[config.mk]
export PLATFORM = sky130hd
export DESIGN_NAME = gp_chain_serial
export DESIGN_NICKNAME = d
export VERILOG_FILES = /design/src/rtl/gp_chain_serial.sv
export SDC_FILE = /design/constraint.sdc
export NUM_CORES = 1
export LEC_CHECK = 0
export ABC_AREA = 1
export BUFFER_PORTS_ARGS = -buffer_cell sky130_fd_sc_hd__buf_2
export CELL_PAD_IN_SITES_DETAIL_PLACEMENT = 0
export CELL_PAD_IN_SITES_GLOBAL_PLACEMENT = 2
export CORE_AREA = 2 2 53 55
export CTS_CLUSTER_SIZE = 24
export DETAILED_ROUTE_END_ITERATION = 10
export DIE_AREA = 0 0 55 57
export GPL_TIMING_DRIVEN = 0
export PLACE_DENSITY_LB_ADDON = 0.12
export SYNTH_ARGS = -nofsm -noshare
export SYNTH_HDL_FRONTEND = slang
export SYNTH_SLANG_ARGS = --single-unit
[constraint.sdc]
create_clock -name clk -period 1.6 [get_ports clk]
set_clock_uncertainty 0.2 [all_clocks]
set_input_delay 0.16 -clock clk [delete_from_list [all_inputs] [get_ports clk]]
set_output_delay 0.16 -clock clk [all_outputs]
set_load 0.05 [all_outputs]
[src/rtl/gp_chain_serial.sv]
// gp_chain_serial: one bit-serial generate/propagate chain stage per beat.
// Each accepted beat computes chain_k = g_k | (p_k & chain_{k-1}) and
// presents it one cycle later through a single-entry valid/ready output
// register. A two-state framer tracks the stage index and flags framing
// errors: a non-first beat while idle, or a new first beat mid-frame.
module gp_chain_serial #(
    parameter int N_STAGES = 5,
    parameter int IDX_W    = 4
) (
    input  logic             clk,
    input  logic             rst,
    input  logic             in_valid,
    output logic             in_ready,
    input  logic             in_first,
    input  logic             in_seed,
    input  logic             in_g,
    input  logic             in_p,
    output logic             out_valid,
    input  logic             out_ready,
    output logic             out_chain,
    output logic [IDX_W-1:0] out_idx,
    output logic             out_last,
    output logic             busy,
    output logic             err_frame
);

    typedef enum logic {
        IDLE = 1'b0,
        RUN  = 1'b1
    } state_t;

    localparam logic [IDX_W-1:0] LAST_IDX = IDX_W'(N_STAGES - 1);

    state_t           state;
    logic [IDX_W-1:0] idx;
    logic             chain;

    logic             accept;
    logic             discard;
    logic             abort;
    logic             prev_chain;
    logic             stage_chain;
    logic [IDX_W-1:0] stage_idx;

    // The output register can take a new beat when empty or draining this cycle.
    assign in_ready = !out_valid || out_ready;
    // A beat presented during reset is never taken, even though in_ready may read 1.
    assign accept   = in_valid && in_ready && !rst;
    assign discard  = (state == IDLE) && !in_first;
    assign abort    = (state == RUN) && in_first;
    assign busy     = (state == RUN);

    // Select the stage being computed: a first beat restarts from the seed at index 0.
    always_comb begin
        // NOTE: every always_comb output gets a default before any branch so no
        // path can leave it unassigned, which would infer a latch.
        prev_chain = chain;
        stage_idx  = idx;
        if (in_first) begin
            prev_chain = in_seed;
            stage_idx  = '0;
        end
        stage_chain = in_g | (in_p & prev_chain);
    end

    // Framer FSM, running chain and the registered output stage.
    always_ff @(posedge clk) begin
        // NOTE: all sequential state uses non-blocking assignments so every
        // register samples pre-edge values regardless of statement order.
        if (rst) begin
            state     <= IDLE;
            idx       <= '0;
            chain     <= 1'b0;
            out_valid <= 1'b0;
            out_chain <= 1'b0;
            out_idx   <= '0;
            out_last  <= 1'b0;
            err_frame <= 1'b0;
        end else begin
            err_frame <= 1'b0;
            if (out_valid && out_ready) begin
                out_valid <= 1'b0;
            end
            if (accept) begin
                if (discard) begin
                    err_frame <= 1'b1;
                end else begin
                    err_frame <= abort;
                    out_valid <= 1'b1;
                    out_chain <= stage_chain;
                    out_idx   <= stage_idx;
                    out_last  <= (stage_idx == LAST_IDX);
                    chain     <= stage_chain;
                    if (stage_idx == LAST_IDX) begin
                        idx   <= '0;
                        state <= IDLE;
                    end else begin
                        idx   <= stage_idx + 1'b1;
                        state <= RUN;
                    end
                end
            end
        end
    end

endmodule

==> impl_metrics.yaml <==
outcome:
  status: "finished, final reports clean"
setup_path:
  setup.worst_path.start: "rst"
  worstReg2RegStart: "idx[1]"
  worstSetupPathType: "input pin to register"
  reg2reg_to: "idx[0]"
  slowest_stage: "dlygate4sd3_1"
  crit_end: "chain"
  start_kind: "input pin"
  reg2reg_depth: 11
  path_max_fanout: 10
  required_ns: 1.57
  crit_chain: "dlygate4sd3_1 > buf_6 > inv_6 > nand2_4 > nor2_4 > nand2_4 > buf_6 > nor3_2 > nor2_1"
  end_kind: "register"
  arrival_ns: 1.52
  slowest_delay_ns: 0.55
  reg2reg_slack_ns: 0.12
logic_synthesis:
  ys_seq_area_share_pct: 39.8
  synth_nets: 99
  synthAdderAreaFrac_pct: 5.74
  synth_mux_area_share_pct: 0
  yosys_warnings: 0
  synthCells: 88
  synth.avg_cell_area_um2: 7.44
  synth_compound_area_share_pct: 9.94
  ys_types: 17
  synth_top_family_by_area: "simple AND/OR/NAND/NOR gates"
  synthXorXnorAreaFrac_pct: 1.34
  ys_seq_elements: 13
  synthesis.area_um2: 654
  synthSimpleGateAreaFrac_pct: 30.2
layout:
  post-route-util_pct: 33.3
  final_cells: 145
  area_growth_pct: 33.3
  fillers: 302
  final_cell_mix: "nand2_1 (20), buf_2 (16), inv_1 (11), dfxtp_1 (10)"
  nets: 126
  antenna_cells: 0
  mostFrequentLayoutCell: "nand2_1"
  drive_above_1_share_pct: 36.0
timing:
  slew_violations: 0
  finalSetupViolations: 0
  hold_violations: 0
  setup_tns_ns: 0
  worst_pin_slew_ns: 0.290
  relSlewSlack_pct: 80.7
  hold_slack_ns: 0.0559
  max_freq_mhz: 648
  finalCritPeriodShare_pct: 96.4
  min_period_ns: 1.54
floorplan:
  num_rows: 19
  num_io_pins: 18
  core_area_um2: 2620
  die_x_um: 55
  die-area_um2: 3140
  die_y_um: 57
  start_util_pct: 25.0
clock_network:
  tritoncts: "done"
  htree_levels: 1
  cts-root-buf: "clkbuf_4"
  clkTransAtPathRegs_ns: 0.08
  clk_latency_ns: 0.27
  cts_buffer_depth: 2
  numCtsBuffers: 3
  clock-sinks: 13
power_and_ir_drop:
  p_seq_share_pct: 51.5
  power.total_w: 0.000660
  ir_drop_mv: 0.356
  power.share.clock_pct: 30.8
  p_leak_nw: 0.428
  p_int_w: 0.000472
  switching_share_pct: 28.4
  p_sw_w: 0.000188
  p_comb_share_pct: 17.6
  power.density_nw_per_um2: 757
detailed_routing:
  via_per_inst: 4.21
  num_vias: 610
  avgRoutedWirePerCell_um: 10.2
  drtIter0Drc: 10
  wl_mm: 1.48
  first_pass_iters: 4
  drc: 0
  postRouteAntennaNets: 0
place:
  portBuffers: 16
  post-dp-hpwl_mm: 1.11
  place_inst: 135
  gp_congestion: 0.666
hold_path:
  hold_start: "in_first"
  hold_class: "input pin to register"
global_route:
  grt-ovfl-total: 0
  grt_pass1_wl_mm: 2.48
  grt_pass1_vias: 553
  grt_max_degree: 11
  antenna_found_initial: 0
  grt_util_all_layers_pct: 11.3
run:
  cap_violations: 0
==> cells by family after synthesis <==
| logic type | Yosys count |
|---|---|
| buffers and inverters | 17 |
| flip-flops | 13 |
| AND/OR/NAND/NOR | 41 |
| AO/OA/AOI/OAI | 13 |
| adder cells (fa/ha/maj) | 3 |
| XOR/XNOR | 1 |
==> layout make-up <==
| cell class | count | area (um^2) | area share (%) |
|---|---|---|---|
| Tap cell | 31 | 38.8 | 4.45 |
| Inverter | 15 | 62.6 | 7.17 |
| Clock buffer | 4 | 26.3 | 3.01 |
| Timing Repair Buffer | 22 | 135 | 15.5 |
| Buffer | 2 | 22.5 | 2.58 |
| Multi-Input combinational cell | 58 | 323 | 37.0 |
| Sequential cell | 13 | 264 | 30.3 |
==> per-stage QoR <==
step,area [um^2],setup slack (ns)
after global placement,774,-0.0539
after floorplan,656,0.00142
after global routing,872,-0.0140
final,872,0.0576
after detailed placement,774,-0.0578
after CTS,851,0.0127
==> power by group through the flow <==
stage                     logic [W]  clock network [W]  registers, W
after global placement     0.000106                  0      0.000347
after detailed placement   0.000106                  0      0.000347
after CTS                  0.000116           0.000216      0.000340
final                      0.000116           0.000204      0.000340
after global routing       0.000128           0.000236      0.000341
after floorplan           0.0000515                  0      0.000372
==> worst min-delay path by stage <==
| stage | depth (start not counted) | end | slack (ns) |
|---|---|---|---|
| 2_1_floorplan | 2 | chain | 0.09 |
| 3_3_place_gp | 2 | busy | 0.20 |
| 3_5_place_dp | 2 | busy | 0.20 |
| 4_1_cts | 5 | chain | 0.08 |
| 5_1_grt | 4 | out_idx[2] | 0.09 |
| 6_report | 4 | out_idx[2] | 0.06 |
==> Yosys cell counts, drive strengths merged <==
| library cell | number | share of area, % |
|---|---|---|
| clkinv | 1 | 0.76 |
| nand3 | 3 | 2.3 |
| o21ai | 4 | 3.1 |
| buf | 2 | 3.4 |
| xor2 | 1 | 1.3 |
| nand2 | 23 | 15 |
| dfxtp | 13 | 40 |
| nor3 | 2 | 2.3 |
| nor2 | 13 | 10 |
| inv | 14 | 8.8 |
| ha | 3 | 5.7 |
| a21oi | 9 | 6.9 |
==> sequential cells by signal, indices dropped and copies added, names as in the netlist <==
| signal | cells |
|---|---|
| idx | 4 |
| out_idx | 4 |
| busy | 1 |
| chain | 1 |
| err_frame | 1 |
| out_last | 1 |
| out_valid | 1 |
==> routing by layer <==
layer	vias up	GRT usage [%]	wire length, um
li1	326	-	-
met1	272	14.9	706
met2	8	16.0	698
met3	4	3.14	45
met4	0	7.32	28
met5	-	0	0
==> repair_timing <==
action,CTS,global route
gates cloned,0,0
setup buffers,1,1
endpoints found under the hold margin,11,0
pin swaps,1,3
resized for setup,1,8
hold buffers,4,0
setup endpoints to repair,2,3
==> critical path: cells and delay by family <==
family / cells / cell delay [ns]
and+or+nand+nor: 5 / 0.43
buffers and inverters: 4 / 0.92
No activity file was read; power rests on OpenSTA's default activity.
